File: src/rtl/icache_upstream_txdat_buffer.sv
// Cacheline response buffer: queues 512-bit lines from the data array and
// returns each one to the fetch unit as two 256-bit beats.
module icache_upstream_txdat_buffer #(
  parameter int DEPTH                      = 4,
  parameter int AFULL_MARGIN               = 2,
  parameter int ICACHE_UPSTREAM_DATA_WIDTH = 512,
  parameter int ICACHE_REQ_TXNID_WIDTH     = 8
) (
  input  logic                                    clk,
  input  logic                                    rst,
  input  logic                                    upstream_txdat_vld,
  input  logic [ICACHE_UPSTREAM_DATA_WIDTH-1:0]   upstream_txdat_data,
  input  logic [ICACHE_REQ_TXNID_WIDTH-1:0]       upstream_txdat_txnid,
  output logic                                    txdat_afull,
  output logic                                    core_rsp_vld,
  input  logic                                    core_rsp_rdy,
  output logic [ICACHE_UPSTREAM_DATA_WIDTH/2-1:0] core_rsp_data,
  output logic [ICACHE_REQ_TXNID_WIDTH-1:0]       core_rsp_txnid,
  output logic                                    core_rsp_last,
  output logic                                    overflow_err,
  output logic [$clog2(DEPTH):0]                  occupancy
);

  localparam int AW     = $clog2(DEPTH);
  localparam int CW     = AW + 1;
  localparam int BEAT_W = ICACHE_UPSTREAM_DATA_WIDTH / 2;

  typedef enum logic [1:0] {IDLE, BEAT0, BEAT1} state_t;

  state_t                                  state, state_next;
  logic [ICACHE_UPSTREAM_DATA_WIDTH-1:0]   data_mem  [DEPTH];
  logic [ICACHE_REQ_TXNID_WIDTH-1:0]       txnid_mem [DEPTH];
  logic [AW-1:0]                           wr_ptr, rd_ptr;
  logic [CW-1:0]                           count, count_next;
  logic [CW-1:0]                           free_next;
  logic                                    push, pop, full;

  assign full = (count == CW'(DEPTH));
  assign pop  = (state == BEAT1) && core_rsp_rdy;
  // A full buffer still accepts a line when the final beat leaves in the same cycle.
  assign push = upstream_txdat_vld && (!full || pop);

  always_comb begin
    count_next = count;
    if (push && !pop)
      count_next = count + CW'(1);
    else if (pop && !push)
      count_next = count - CW'(1);
  end

  assign free_next = CW'(DEPTH) - count_next;
  assign occupancy = count;

  always_ff @(posedge clk) begin
    if (rst) begin
      wr_ptr       <= '0;
      rd_ptr       <= '0;
      count        <= '0;
      overflow_err <= 1'b0;
      txdat_afull  <= 1'b0;
    end else begin
      if (push)
        wr_ptr <= wr_ptr + AW'(1);
      if (pop)
        rd_ptr <= rd_ptr + AW'(1);
      count       <= count_next;
      txdat_afull <= (free_next <= CW'(AFULL_MARGIN));
      if (upstream_txdat_vld && full && !pop)
        overflow_err <= 1'b1;
    end
  end

  // Line storage is not reset; count and pointers alone define what is valid.
  always_ff @(posedge clk) begin
    if (push) begin
      data_mem[wr_ptr]  <= upstream_txdat_data;
      txnid_mem[wr_ptr] <= upstream_txdat_txnid;
    end
  end

  always_ff @(posedge clk) begin
    if (rst)
      state <= IDLE;
    else
      state <= state_next;
  end

  always_comb begin
    state_next     = state;
    core_rsp_vld   = 1'b0;
    core_rsp_data  = '0;
    core_rsp_txnid = '0;
    core_rsp_last  = 1'b0;
    case (state)
      IDLE: begin
        if (count != '0)
          state_next = BEAT0;
      end
      BEAT0: begin
        core_rsp_vld   = 1'b1;
        core_rsp_data  = data_mem[rd_ptr][BEAT_W-1:0];
        core_rsp_txnid = txnid_mem[rd_ptr];
        if (core_rsp_rdy)
          state_next = BEAT1;
      end
      BEAT1: begin
        core_rsp_vld   = 1'b1;
        core_rsp_data  = data_mem[rd_ptr][ICACHE_UPSTREAM_DATA_WIDTH-1:BEAT_W];
        core_rsp_txnid = txnid_mem[rd_ptr];
        core_rsp_last  = 1'b1;
        if (core_rsp_rdy)
          state_next = (count_next != '0) ? BEAT0 : IDLE;
      end
      default: state_next = IDLE;
    endcase
  end

endmodule

File: config.mk
export PLATFORM = sky130hd
export DESIGN_NAME = icache_upstream_txdat_buffer
export DESIGN_NICKNAME = d
export VERILOG_FILES = /design/src/rtl/icache_upstream_txdat_buffer.sv
export SDC_FILE = /design/constraint.sdc
export NUM_CORES = 1
export LEC_CHECK = 0
export BUFFER_PORTS_ARGS = -buffer_cell sky130_fd_sc_hd__buf_2
export CORE_MARGIN = 5
export CORE_UTILIZATION = 53
export DETAILED_ROUTE_END_ITERATION = 10
export GPL_TIMING_DRIVEN = 0
export PLACE_DENSITY = 0.72
export REMOVE_ABC_BUFFERS = 1
export SYNTH_ARGS = -nofsm -noshare
export SYNTH_HDL_FRONTEND = slang
export SYNTH_SLANG_ARGS = --single-unit
File: constraint.sdc
create_clock -name clk -period 13.05 [get_ports clk]
set_input_delay 0.6525 -clock clk [delete_from_list [all_inputs] [get_ports clk]]
set_output_delay 0.6525 -clock clk [all_outputs]
set_load 0.02 [all_outputs]
Word-level counts from Yosys, hierarchy flattened --
Memory sizes are Yosys's and may differ from the RTL's. A register that Yosys moved wholly into a read port is not among the register bits. Cells that the tools add are included.
Storage, ports and cells: RAM bits 2080, output and inout port bits 271, word-level logic and storage cells 52, bits of input ports 524, bits in latches 0, bits in read-only memories 0, register bits 11, memories kept 2
Memory list:
- data_mem | words 4, bits a word 512, read ports 1, clocked after Yosys merged registers in 1, write ports 1, RTL line 31 | logic [ICACHE_UPSTREAM_DATA_WIDTH-1:0] data_mem [DEPTH];
- txnid_mem | words 4, bits a word 8, read ports 1, clocked after Yosys merged registers in 1, write ports 1, RTL line 32 | logic [ICACHE_REQ_TXNID_WIDTH-1:0] txnid_mem [DEPTH];
Operators by class: add/sub/neg operators 5, bitwise logic cells 0, shift operators 0, eq/ne operators 6, $mul 0, order comparisons 1, muxes and demuxes 17, reductions and logical operators 15, div/mod/pow operators 0
Operators with widths (number):
- $pmux W256 S2 | 1
- $mux W2 | 7
- $mux W8 | 1
- $logic_and A1 B1 Y1 | 6
- $mux W3 | 2
- $ne A2 B2 Y1 const B | 3
- $pmux W2 S3 | 1
- $reduce_bool A3 Y1 | 2
- $mux W1 | 5
- $add A2 B1 Y2 const B | 2
- $add A3 B1 Y3 const B | 1
- $eq A3 B3 Y1 const B | 1
- $le A3 B2 Y1 const B | 1
- $logic_not A1 Y1 | 3
- $reduce_and A3 Y1 | 1
- $sub A3 B1 Y3 const B | 1
- $sub A3 B3 Y3 const A | 1
- $eq A2 B1 Y1 const B | 1
- $eq A2 B2 Y1 const B | 1
- $logic_not A2 Y1 | 1
- $reduce_or A2 Y1 | 1
- $logic_or A1 B1 Y1 | 1

Depth between registers and ports, before layout --
depth in word-level cells 12, mapped depth 11, gate-level depth less buffers 11

Least setup slack after synthesis --
OpenSTA, ideal clock, no wires.
path type reg-to-reg, from register state[0], to memory data_mem[1][0], enable pin, required time 12.097 ns, library setup time 0.953 ns, cell stages (with the launch flop) 6, slack -0.953 ns, clock period less this slack 14.003 ns, arrival time 13.050 ns, path buffers 0, path through dfxtp_1 > inv_1 > ha_1 > nand2_1 > a31oi_1 > and2_1
Between the ends: cells in the longest elaborated chain, start to end 6
RTL lines:
- start, declared | RTL line 30 | state_t state, state_next;
- start signal, assigned | RTL line 85 | state <= state_next;
- $eq A2 B2 Y1 | RTL line 39 | assign pop = (state == BEAT1) && core_rsp_rdy;
- $logic_and A1 B1 Y1 | RTL line 39
- $logic_or A1 B1 Y1 | RTL line 41 | assign push = upstream_txdat_vld && (!full || pop);
- $logic_and A1 B1 Y1 | RTL line 41
- $mux W1 | RTL line 75 | if (push) begin
- $mux W1 (not written as such) | RTL line 76 | data_mem[wr_ptr] <= upstream_txdat_data;
- end, declared | RTL line 31
Every way passes these cells.

==> key figures <==
Pwr
  – Sw Ratio: 24.1%
  – Sw Pwr: between 3 and 4 mW
  – Power per cell area: approximately 160 nW/um2
  – Seq pwr share: roughly 51%
  – Pint: 11.9 mW
  – Worst IR Drop VDD: between 0.00015 and 0.0002 V
  – Leak: around 32 nW
  – Clock share of power: approximately a third
  – Combinational share of power: roughly 14%
  – Total power: about 16 mW

Place
  – DP Wirelength: ~110 mm
  – Port Buffers: about 790
  – Post-Place Worst Slack: slightly above 8 ns
  – Post-Place Cells: roughly 5700
  – Final GP Congestion: between 0.7 and 0.8

Routing
  – Pre-antenna DRT Iters: 5
  – Routed WL per cell: between 20 and 30 um
  – Met2 WL: 89.6 mm
  – Post-route ant nets: 0
  – Final wirelength: between 150 and 200 mm
  – Top layer in use: met5
  – DRC viols: 0
  – Wire length on met3: 14.9 mm
  – Post-Route M1 WL: approximately 65 mm
  – Initial DRC count: about 3100
  – DR vias: ~38000
  – Drt via density: ~5.8

Logic synthesis
  – Synth area leader: edfxtp_1
  – Post-synth top cells: edfxtp_1, mux4_2, a22o_1
  – Post-Syn Area: 78200 um2
  – EDFF count, synth: about 2100
  – Main flop type after synthesis: edfxtp_1
  – Syn_area_per_cell: approximately 25 um2
  – Synth area leaders: edfxtp_1, mux4_2, a22o_1
  – Top-count cell post-synth: edfxtp_1
  – Cell count after synthesis: 3120
  – Synth top area share: between 70 and 80%
  – Sequential share of the synthesized area: approximately four fifths
  – Ys Warns: 0
  – Post-synth ARST share: 0%
  – Unique cell type count in the Yosys netlist: 27
  – #FFs+latches synth: ~2100

Clocking
  – Root buffer cell: clkbuf_16
  – CTS max path bufs: 3
  – Clock Latency Late Sink: around 0.81 ns
  – CTS sink cnt: about 2100
  – H-tree depth: 4
  – Reg clk slew, reported paths: 0.06 ns
  – CTS tree: yes
  – CTS Buf Count: roughly 200

Global route
  – Initial antenna violation count: 72
  – Largest net degree at the start of global routing: 60
  – First-pass GRT wire length: roughly 260 mm
  – Remaining Overflow, GRT: 0
  – All-Layer GR Usage: roughly 22%
  – Vias in the first global route: a little over 40000

Die
  – IO Pins: roughly 800
  – Die height: 394 um
  – Die Wd: 394 um
  – Num rows: roughly 140
  – Die footprint: around 160000 um2
  – Starting density of the core: 53.2%
  – Core area: between 100000 and 150000 um2

STA
  – Post-layout min period: about 5.5 ns
  – Fin Hold WS: 0.0761 ns
  – Final Max Slew Viols: 0
  – RSZ-0062 raised after global routing: no
  – Worst Slack Setup Final: approximately 7.5 ns
  – Final hold vios: 0
  – Fraction of the cycle the final worst path needs: a little over two fifths
  – Max-slew headroom: 35.6%
  – Worst Skew: 0.0438 ns
  – Final setup vio count: 0
  – Max Clk Rate: around 0.18 GHz
  – Worst Tran Pin Value: 0.966 ns

Worst setup path
  – Worst-path fanout max: 39
  – Cell count of the worst reg-to-reg path: 10
  – Reg-to-reg startpoint: state[0]
  – Worst setup path endpoint: core_rsp_data[16]
  – Crit path kind: flop to primary output
  – Critical path required time: ~12 ns
  – WP data arrival: 4.88 ns
  – R2R Setup Slk: 8.60 ns
  – Reg-to-Reg End: data_mem[0][357]
  – Crit path launch type: flop
  – Kind of end point of the critical path: primary output

Layout
  – # nets final: about 5000
  – Layout area overhead: 23.7%
  – Final core utilization: approximately 66%
  – Share of cells above drive strength 1: 36.0%
  – Final Non-Filler Cells: ~6700

Run status
  – Status: completed

Flow run
  – Count of max-cap constraint violations: 0

Hold path
  – Hold WC Path Type: primary input to flop
-- cell type report --
cell class              count  area (um2)
diodes                     77         193
clock buffers             247        5250
clock inverters           126        1040
fillers                  9121       50400
inverters                   9        33.8
multi-input cells         843       14500
flip-flops and latches   2093       62700
well taps                1930        2410
repair buffers           1329       10600
-- worst max-delay path, stage by stage, from the launching register on --
cell     delay (ns)
dfxtp_4        0.79
buf_16         0.33
buf_16         0.29
buf_16         0.30
buf_16         0.29
buf_16         0.28
buf_16         0.27
buf_16         0.30
mux4_2         0.57
a22o_1         0.28
buf_2          0.17
-- metal layers --
| layer | vias up | track usage, % |
|---|---|---|
| met5 | - | 0 |
| met4 | 24 | 8.83 |
| met3 | 324 | 6.64 |
| met2 | 1600 | 36.6 |
| met1 | 20062 | 28.9 |
| li1 | 16452 | - |
-- placed cells by master, fill, tap and decap left out --
cell type	netlist	routed
a21boi_0	1	1
a21oi_1	2	2
a22o_1	256	256
a31oi_1	2	2
a32oi_1	1	1
and2_1	14	8
and2_4	0	6
and3b_1	1	1
buf_12	0	7
buf_16	0	69
buf_2	62	794
bufinv_16	0	12
clkbuf_1	40	44
clkbuf_16	0	203
clkinv_1	0	53
clkinv_16	0	4
clkinv_2	0	38
clkinv_4	0	3
clkinv_8	0	1
clkinvlp_4	0	9
dfxtp_1	13	11
dfxtp_4	0	2
diode_2	0	77
dlygate4sd3_1	0	459
edfxtp_1	2080	2080
ha_1	15	15
inv_1	9	9
inv_16	0	1
inv_6	0	5
mux2i_1	5	5
mux4_2	520	520
nand2_1	4	4
nand2b_1	1	1
nand3_1	1	1
nor2_1	12	12
nor2b_1	1	1
nor3b_1	1	1
o22ai_1	1	1
xnor2_1	2	2
xor2_1	3	3
-- per-stage QoR --
stage / setup TNS [ns] / instance area, um2
floorplan: -4658.55 / 77200
detailed placement: 0 / 85700
global route: 0 / 96700
finish: 0 / 96700
global placement: - / 83600
CTS: 0 / 96500
-- logic make-up after synthesis --
family	count (synthesis)	share of synthesized area [%]
xor gates and xnor gates	5	0.0560
buffers and inverters	184	1.31
DFF	2093	80.2
adders and majority gates	15	0.240
AOI/OAI and AO/OA	263	2.92
and+or+nand+nor	35	0.232
muxes	525	15.0
-- worst min path at each step --
| stage | depth (start not counted) | to | slack [ns] | start |
|---|---|---|---|---|
| after detailed placement | 2 | overflow_err | 0.47 | overflow_err |
| after floorplan | 2 | flop | 0.48 | rd_ptr[1] |
| after global routing | 1 | data_mem[1][30] | 0.003 | upstream_txdat_data[30] |
| after global placement | 2 | overflow_err | 0.45 | overflow_err |
| after CTS | 1 | data_mem[2][425] | 0.0002 | upstream_txdat_data[425] |
| final | 1 | data_mem[2][212] | 0.08 | upstream_txdat_data[212] |
-- sequential cells by signal, summed over array words and instances, names as in the netlist, named ones only --
register      count
txdat_afull       1
occupancy         3
state             2
rd_ptr            2
data_mem       2048
wr_ptr            2
overflow_err      1
txnid_mem        32
-- power by group through the flow --
stage | clock network, mW | logic [mW] | registers (mW)
after floorplan | 0 | 1.57 | 8.37
after global placement | 0 | 2.55 | 8.62
after detailed placement | 0 | 2.08 | 8.07
after CTS | 5.62 | 2.21 | 7.93
after global routing | 5.93 | 2.33 | 7.96
final | 5.52 | 2.19 | 7.93
-- what timing repair did --
action | 4_1_cts | 5_1_grt
buffers inserted | 0 | 0
endpoints found under the hold margin | 1775 | 0
hold buffers | 459 | 0
gates resized for setup | 0 | 0
(Power assumes the default switching activity.)
